--- config.mk ---
export PLATFORM = sky130hd
export DESIGN_NAME = display_refresh_ctrl
export DESIGN_NICKNAME = d
export VERILOG_FILES = /design/src/rtl/display_pkg.sv /design/src/rtl/display_refresh_ctrl_bcd_to_7seg.sv /design/src/rtl/display_refresh_ctrl.sv
export SDC_FILE = /design/constraint.sdc
export NUM_CORES = 1
export LEC_CHECK = 0
export ABC_AREA = 1
export CAP_MARGIN = 10
export CORE_ASPECT_RATIO = 1.4
export CORE_MARGIN = 1.5
export CORE_UTILIZATION = 57
export CTS_CLUSTER_SIZE = 20
export DETAILED_ROUTE_END_ITERATION = 10
export DONT_BUFFER_PORTS = 1
export MAX_ROUTING_LAYER = met4
export PLACE_DENSITY = 0.77
export SLEW_MARGIN = 20
export SYNTH_ARGS = -nofsm -noshare
export SYNTH_HDL_FRONTEND = slang
export SYNTH_SLANG_ARGS = --single-unit
--- constraint.sdc ---
create_clock -name clk -period 2.04 [get_ports clk]
set_clock_uncertainty 0.15 [all_clocks]
set_input_delay 0.408 -clock clk [delete_from_list [all_inputs] [get_ports clk]]
set_output_delay 0.408 -clock clk [all_outputs]
set_load 0.01 [all_outputs]
--- src/rtl/display_pkg.sv ---
// Shared types and constants for the two-digit 7-segment scan controller.
package display_pkg;

    typedef enum logic [1:0] {
        BLANK_U = 2'd0,
        UNI     = 2'd1,
        BLANK_D = 2'd2,
        DEC     = 2'd3
    } scan_state_t;

    localparam logic [6:0] SEG_BLANK = 7'b1111111;
    localparam logic [3:0] AN_OFF    = 4'b1111;

    // Active-low {g,f,e,d,c,b,a}; anything above 9 renders dark.
    function automatic logic [6:0] seg_enc(input logic [3:0] d);
        case (d)
            4'd0:    seg_enc = 7'b1000000;
            4'd1:    seg_enc = 7'b1111001;
            4'd2:    seg_enc = 7'b0100100;
            4'd3:    seg_enc = 7'b0110000;
            4'd4:    seg_enc = 7'b0011001;
            4'd5:    seg_enc = 7'b0010010;
            4'd6:    seg_enc = 7'b0000010;
            4'd7:    seg_enc = 7'b1111000;
            4'd8:    seg_enc = 7'b0000000;
            4'd9:    seg_enc = 7'b0010000;
            default: seg_enc = SEG_BLANK;
        endcase
    endfunction

endpackage

--- src/rtl/display_refresh_ctrl_bcd_to_7seg.sv ---
// Combinational BCD digit to active-low segment pattern.
module bcd_to_7seg
    import display_pkg::*;
(
    input  logic [3:0] i_digit,
    output logic [6:0] o_seg
);

    assign o_seg = seg_enc(i_digit);

endmodule

--- src/rtl/display_refresh_ctrl.sv ---
// Two-digit multiplexed 7-segment driver with blanking gaps between digits.
module display_refresh_ctrl
    import display_pkg::*;
#(
    parameter int ON_CYC    = 100000,
    parameter int BLANK_CYC = 1000
) (
    input  logic       clk,
    input  logic       rst_n,
    input  logic       load,
    input  logic [3:0] value,
    output logic [6:0] seg,
    output logic [3:0] an,
    output logic       en_decena,
    output logic       frame_start
);

    localparam int MAX_CYC = (ON_CYC > BLANK_CYC) ? ON_CYC : BLANK_CYC;
    localparam int CW      = $clog2(MAX_CYC);

    scan_state_t   r_state, w_next;
    logic [CW-1:0] r_cnt;
    logic [CW-1:0] w_lim_m1;
    logic          w_done;
    logic          w_wrap;
    logic [3:0]    r_pending_q, r_shown_q;
    logic          r_frame_start;
    logic [3:0]    w_units;
    logic          w_tens;
    logic [3:0]    w_digit;
    logic [6:0]    w_seg_digit;

    assign w_lim_m1 = (r_state == UNI || r_state == DEC) ? CW'(ON_CYC - 1) : CW'(BLANK_CYC - 1);
    assign w_done   = (r_cnt == w_lim_m1);
    assign w_wrap   = (r_state == DEC) && w_done;

    always_ff @(posedge clk or negedge rst_n) begin
        if (!rst_n) begin
            r_state <= BLANK_U;
            r_cnt   <= '0;
        end else begin
            r_state <= w_next;
            r_cnt   <= w_done ? '0 : r_cnt + 1'b1;
        end
    end

    always_comb begin
        w_next = r_state;
        if (w_done) begin
            case (r_state)
                BLANK_U: w_next = UNI;
                UNI:     w_next = BLANK_D;
                BLANK_D: w_next = DEC;
                default: w_next = BLANK_U;
            endcase
        end
    end

    // shown_q only moves at frame boundaries; a load on that same edge bypasses pending_q.
    always_ff @(posedge clk or negedge rst_n) begin
        if (!rst_n) begin
            r_pending_q   <= '0;
            r_shown_q     <= '0;
            r_frame_start <= 1'b0;
        end else begin
            if (load)
                r_pending_q <= value;
            if (w_wrap)
                r_shown_q <= load ? value : r_pending_q;
            r_frame_start <= w_wrap;
        end
    end

    assign w_tens  = (r_shown_q >= 4'd10);
    assign w_units = w_tens ? r_shown_q - 4'd10 : r_shown_q;
    assign w_digit = (r_state == DEC) ? {3'b000, w_tens} : w_units;

    bcd_to_7seg u_enc (
        .i_digit (w_digit),
        .o_seg   (w_seg_digit)
    );

    always_comb begin
        seg       = SEG_BLANK;
        an        = AN_OFF;
        en_decena = 1'b0;
        case (r_state)
            UNI: begin
                an  = 4'b1110;
                seg = w_seg_digit;
            end
            DEC: begin
                en_decena = 1'b1;
                if (w_tens) begin
                    an  = 4'b1101;
                    seg = w_seg_digit;
                end
            end
            default: ;
        endcase
    end

    assign frame_start = r_frame_start;

endmodule

Word level (Yosys, flattened, before mapping)
Memory sizes are Yosys's and may differ from the RTL's.
Cells that the tools add are included.

storage, ports and cells
  flip-flop bits (word level) = 28
  memory bits (read-only) = 112
  input bits = 7
  output and inout port bits = 13
  memories = 1

memories
  memory            depth  width  read ports  clocked after Yosys merged registers in  wr ports  line               source
  (name not given)  16     7      1           0                                        0         display_pkg.sv:16  case (d)

operators by class
  $add $sub $neg = 2
  $lt $le $gt $ge = 1
  equal/unequal tests = 4
  multiplexer cells = 11
  reduce and logical (&&, ||, !) cells = 3

operator list
  cell                                                              count
  17-bit two-way mux                                                2
  17-bit by 1-bit adder with 17-bit output (second input constant)  1
  17-bit == test                                                    1
  7-bit one-hot mux with 2 select lines                             1
  4-bit two-way mux                                                 3
  7-bit two-way mux                                                 1
  2-bit one-hot mux with 3 select lines                             1
  2-bit == test (second input constant)                             2
  4-bit >= comparator (second input constant)                       1
  2-bit one-hot mux with 2 select lines                             1
  4-bit subtractor (second input constant)                          1
  2-bit by 1-bit == test with 1-bit output (second input constant)  1
  2-bit zero test                                                   1
  2-bit two-way mux                                                 1
  1-bit logical AND                                                 1
  1-bit logical OR                                                  1
  1-bit two-way mux                                                 1

Longest topological paths before layout
Gate-level depths: netlist of run 1.
An unclocked memory read counts as a cell.

  word-level depth = 6
  mapped depth = 10

Modules after synthesis
A second synthesis of run 1 with hierarchy kept.

second synthesis, totals
  cell total of the unflattened synthesis = 262
  area total of the unflattened synthesis = 1884.3 µm²

modules (own cells, without submodules)
  module                instances  cells each  area each (µm²)  seq. area each (µm²)
  display_refresh_ctrl  1          227         1696.6           700.7
  bcd_to_7seg           1          35          187.7            0.0

Worst setup path before layout of run 1
No wires, ideal clock.

  path kind = reg-to-output
  from = reg r_state[0]
  to = out seg[4]
  arrival time = 1.691 ns
  data required time = 1.482 ns
  slack = -0.209 ns
  stages on the path, launching flop included = 8
  buffers on the path = 1
  path through = dfrtp_1 -> ha_1 -> clkbuf_8 -> o21ai_0 -> ha_1 -> o21ai_0 -> o21ai_0 -> nand2_1

on the way
  cells in the longest elaborated chain, start to end = 5

RTL lines
  element                                    line                                                    source
  start: declaration                         display_refresh_ctrl.sv:21                              scan_state_t r_state, w_next;
  start signal: assignment                   display_refresh_ctrl.sv:42                              r_state <= w_next;
  2-bit == test                              display_refresh_ctrl.sv:76, display_refresh_ctrl.sv:87
  4-bit two-way mux                          display_refresh_ctrl.sv:76                              assign w_digit = (r_state == DEC) ? {3'b000, w_tens} : w_units;
  memory 16 x 7 bit                          --
  7-bit two-way mux                          display_refresh_ctrl.sv:94                              if (w_tens) begin
  7-bit one-hot mux with 2 select lines (*)  display_refresh_ctrl.sv:87                              case (r_state)
  end: declaration                           display_refresh_ctrl.sv:12                              output logic [6:0] seg,

Mark *: on every way between the ends. The rest lies on a longest branch, timed or not.

Worst setup path after layout of run 1
  from = reg r_shown_q[1]
  to = out seg[4]

on the way
  cells in the longest elaborated chain, start to end = 6

RTL lines
  element                                                  line                                                    source
  start: declaration                                       display_refresh_ctrl.sv:26                              logic [3:0] r_pending_q, r_shown_q;
  start signal: assignment                                 display_refresh_ctrl.sv:69                              r_shown_q <= load ? value : r_pending_q;
  4-bit subtractor or 4-bit >= comparator (tied branches)  display_refresh_ctrl.sv:75, display_refresh_ctrl.sv:74
  4-bit two-way mux                                        display_refresh_ctrl.sv:75                              assign w_units = w_tens ? r_shown_q - 4'd10 : r_shown_q;
  4-bit two-way mux                                        display_refresh_ctrl.sv:76
  memory 16 x 7 bit                                        --
  7-bit two-way mux                                        display_refresh_ctrl.sv:94
  7-bit one-hot mux with 2 select lines (*)                display_refresh_ctrl.sv:87

Marks and branches as above.

==> results of run 1 <==
==> critical path, stage by stage, from the launching register on <==
cell	delay [ps]
dfrtp_1	410
buf_4	170
o21ai_4	180
nand2_2	100
o21ai_2	90
ha_2	210
o21ai_1	70
o21ai_1	130
nand2_1	100
==> stage by stage <==
step,instance area (um^2),utilization (%)
after global placement,2010,64.2
final,2290,73.2
after detailed placement,2010,64.2
after CTS,2250,72.1
after global routing,2290,73.2
after floorplan,1900,-
==> final cells by class <==
cell class	count	area (um^2)	share of cell area, %
clock buffers	3	41.3	1.81
multi-input cells	188	1150	50.2
flip-flops and latches	28	704	30.8
well taps	39	48.8	2.13
clock inverters	1	30.0	1.31
repair buffers	20	176	7.71
inverters	36	138	6.02
==> layer usage <==
layer	GRT usage [%]	wire length [um]	part of all wire, %	vias to the layer above
met5	-	0	0	-
met4	9.65	121	3.0	0
met3	2.53	108	2.7	13
met2	49.3	2350	58	34
met1	22.7	1470	36	771
li1	-	-	-	838
==> flip-flops by register name, indices dropped and copies added, names as in the netlist <==
| signal | cells |
|---|---|
| r_cnt | 17 |
| r_pending_q | 4 |
| r_state | 2 |
| r_shown_q | 4 |
| frame_start | 1 |
==> kinds of logic after synthesis <==
kind of cell,after synthesis,synth area share (%)
compound gates,21,6.29
fa+ha+maj,11,7.36
xor+xnor,6,2.81
flops,28,37.5
buf+inv,40,9.56
mux,4,2.41
simple gates,144,33.9
other cells,1,0.200
==> where the power goes <==
group	leakage, nW	switching [W]	total (W)	internal, W
Clock	0.0357	0.000171	0.000434	0.000263
Combinational	0.719	0.0000171	0.0000296	0.0000125
Sequential	0.344	0.00000235	0.000565	0.000562
==> synthesized netlist by cell type (2+ instances only) <==
master    number  area share [%]
nor2_2         5             1.7
inv_2          7             1.4
o21ai_1        4             1.1
nor2_1        39             7.8
nand2_2        4             1.3
ha_1          11             7.4
mux2_2         4             2.4
buf_4          2            0.80
dfrtp_1       28              37
nand3b_1       3             1.2
nor3_1         3            0.80
o21ai_0        9             2.4
a21oi_1        4             1.1
xor2_1         6             2.8
nand2_1       66              13
nand3_2        2             1.1
inv_1         29             5.8
nand4_1        3             1.0
nand3_1       16             4.3
==> repair_timing <==
item,CTS,global route
endpoints found under the hold margin,28,0
cloned,0,0
resized for setup,34,9
hold buffers,2,0
pin swaps,15,8
buffers inserted,4,1
endpoints found under the setup margin,8,8
==> layout by cell type (no fill, tap or decap), drive strengths merged <==
master and instances:
dlygate4sd3 1, conb 2, nand3 18, inv 36
dfrtp 28, nor2 45, nand4 3, a21oi 5
o211ai 1, xor2 6, bufinv 1, o21bai 1
clkbuf 3, nand2 70, nand3b 3, ha 11
buf 19, mux2 4, o21ai 14, nor3 4
or2 1
==> path summary, 6_finish.rpt <==
kind / slack (ps) / startpoint / end
max: -260 / r_shown_q[1] / seg[4]
max in group asynchronous: 1160 / rst_n / r_state[0]
min reg2reg: 350 / r_cnt[0] / r_cnt[0]
max reg2reg: 310 / r_cnt[0] / r_shown_q[2]
min: 150 / value[3] / r_pending_q[3]
min in group asynchronous: 400 / rst_n / r_cnt[3]
==> metrics.txt, run 1 <==
status=finished, violations left; violated checks=negative setup slack; R2R depth=9; Clock Tree Buf Depth=2; DR WL/cell=roughly 13 um; clock buffer count from CTS=3; final worst-path cycle share=113%; power density cells=449 mW/mm^2; final slew viol count=0; worst slack at placement=-51.0 ps; # fillers=238; Initial Utilization=between 50% and 60%; Synth cell types=29; Syn Std Cell Area=0.00187 mm^2; Crit path arrival time=roughly 1700 ps; Hold Path Class=in -> reg; final hold vios=0; Syn Inst Count=255; grt ovf=0; Post-synth EDFFs=0; final net count=295; Final GP Congestion=0.853; Final min period=2300 ps; layout cell share with drive strength beyond 1=29.3%; Avg Inst Size Synth=roughly 7.3 um^2; area grow syn2layout=22.3%; fin cells=around 320; WP data required=1480 ps; maximum vdd ir drop=0.425 mV; GRT Total Usage=24.8%; drt first pass iters=4; I/O pin count=20; die footprint=0.00364 mm^2; FFs w/ async S/R, synth=100%; worst-path maximum fanout=4; Core Footprint=0.00312 mm^2; Yosys warnings=0; Diodes inserted=0; pin count of the biggest net entering global routing=29; worst setup path class=reg -> out; vias in the first global route=1664; post-synthesis sequential area ratio=between 30% and 40%; die width=between 50 and 60 um; Setup TNS=-1650 ps; Lkg Pwr=about 1.1 nW; Worst Slack Setup Final=-258 ps; hold path depth=1; Starting DRT DRC Count=43; clk root buf=clkbuf_8; CTS tree=built; fmax=435 MHz; H-tree depth=1; Synth Flop Type=dfrtp_1; Worst-path clk slew=around 100 ps; DP Wirelength=2.89 mm; cell count after placement=305; post-route ant nets=0; drt total wl=4.06 mm; vias=1656; DRC=0; initial antenna violation count=0; Critical Path Start Type=register; Sink Count=28; count of state elements after synthesis=28; worst hold slack=148 ps; endpoints failing setup=8; Max Cap Violations=0; vias per cell=5.26; height of the die=70.8 um; Rows=24; worst skew pair latency=between 200 and 300 ps; Tot Pwr=0.00103 W; IO Port Bufs=0; first-pass GRT wire length=between 6 and 7 mm; Critical Path End Type=primary output; unrepaired setup endpoints after global routing=yes
No activity file was read; power rests on OpenSTA's default activity.
==> inputs of run 2 (changes only) <==
Settings changed: SLEW_MARGIN 20 to unset.
==> results of run 2 <==
No change in the layout: final DEF, timing and power equal those of run 1.
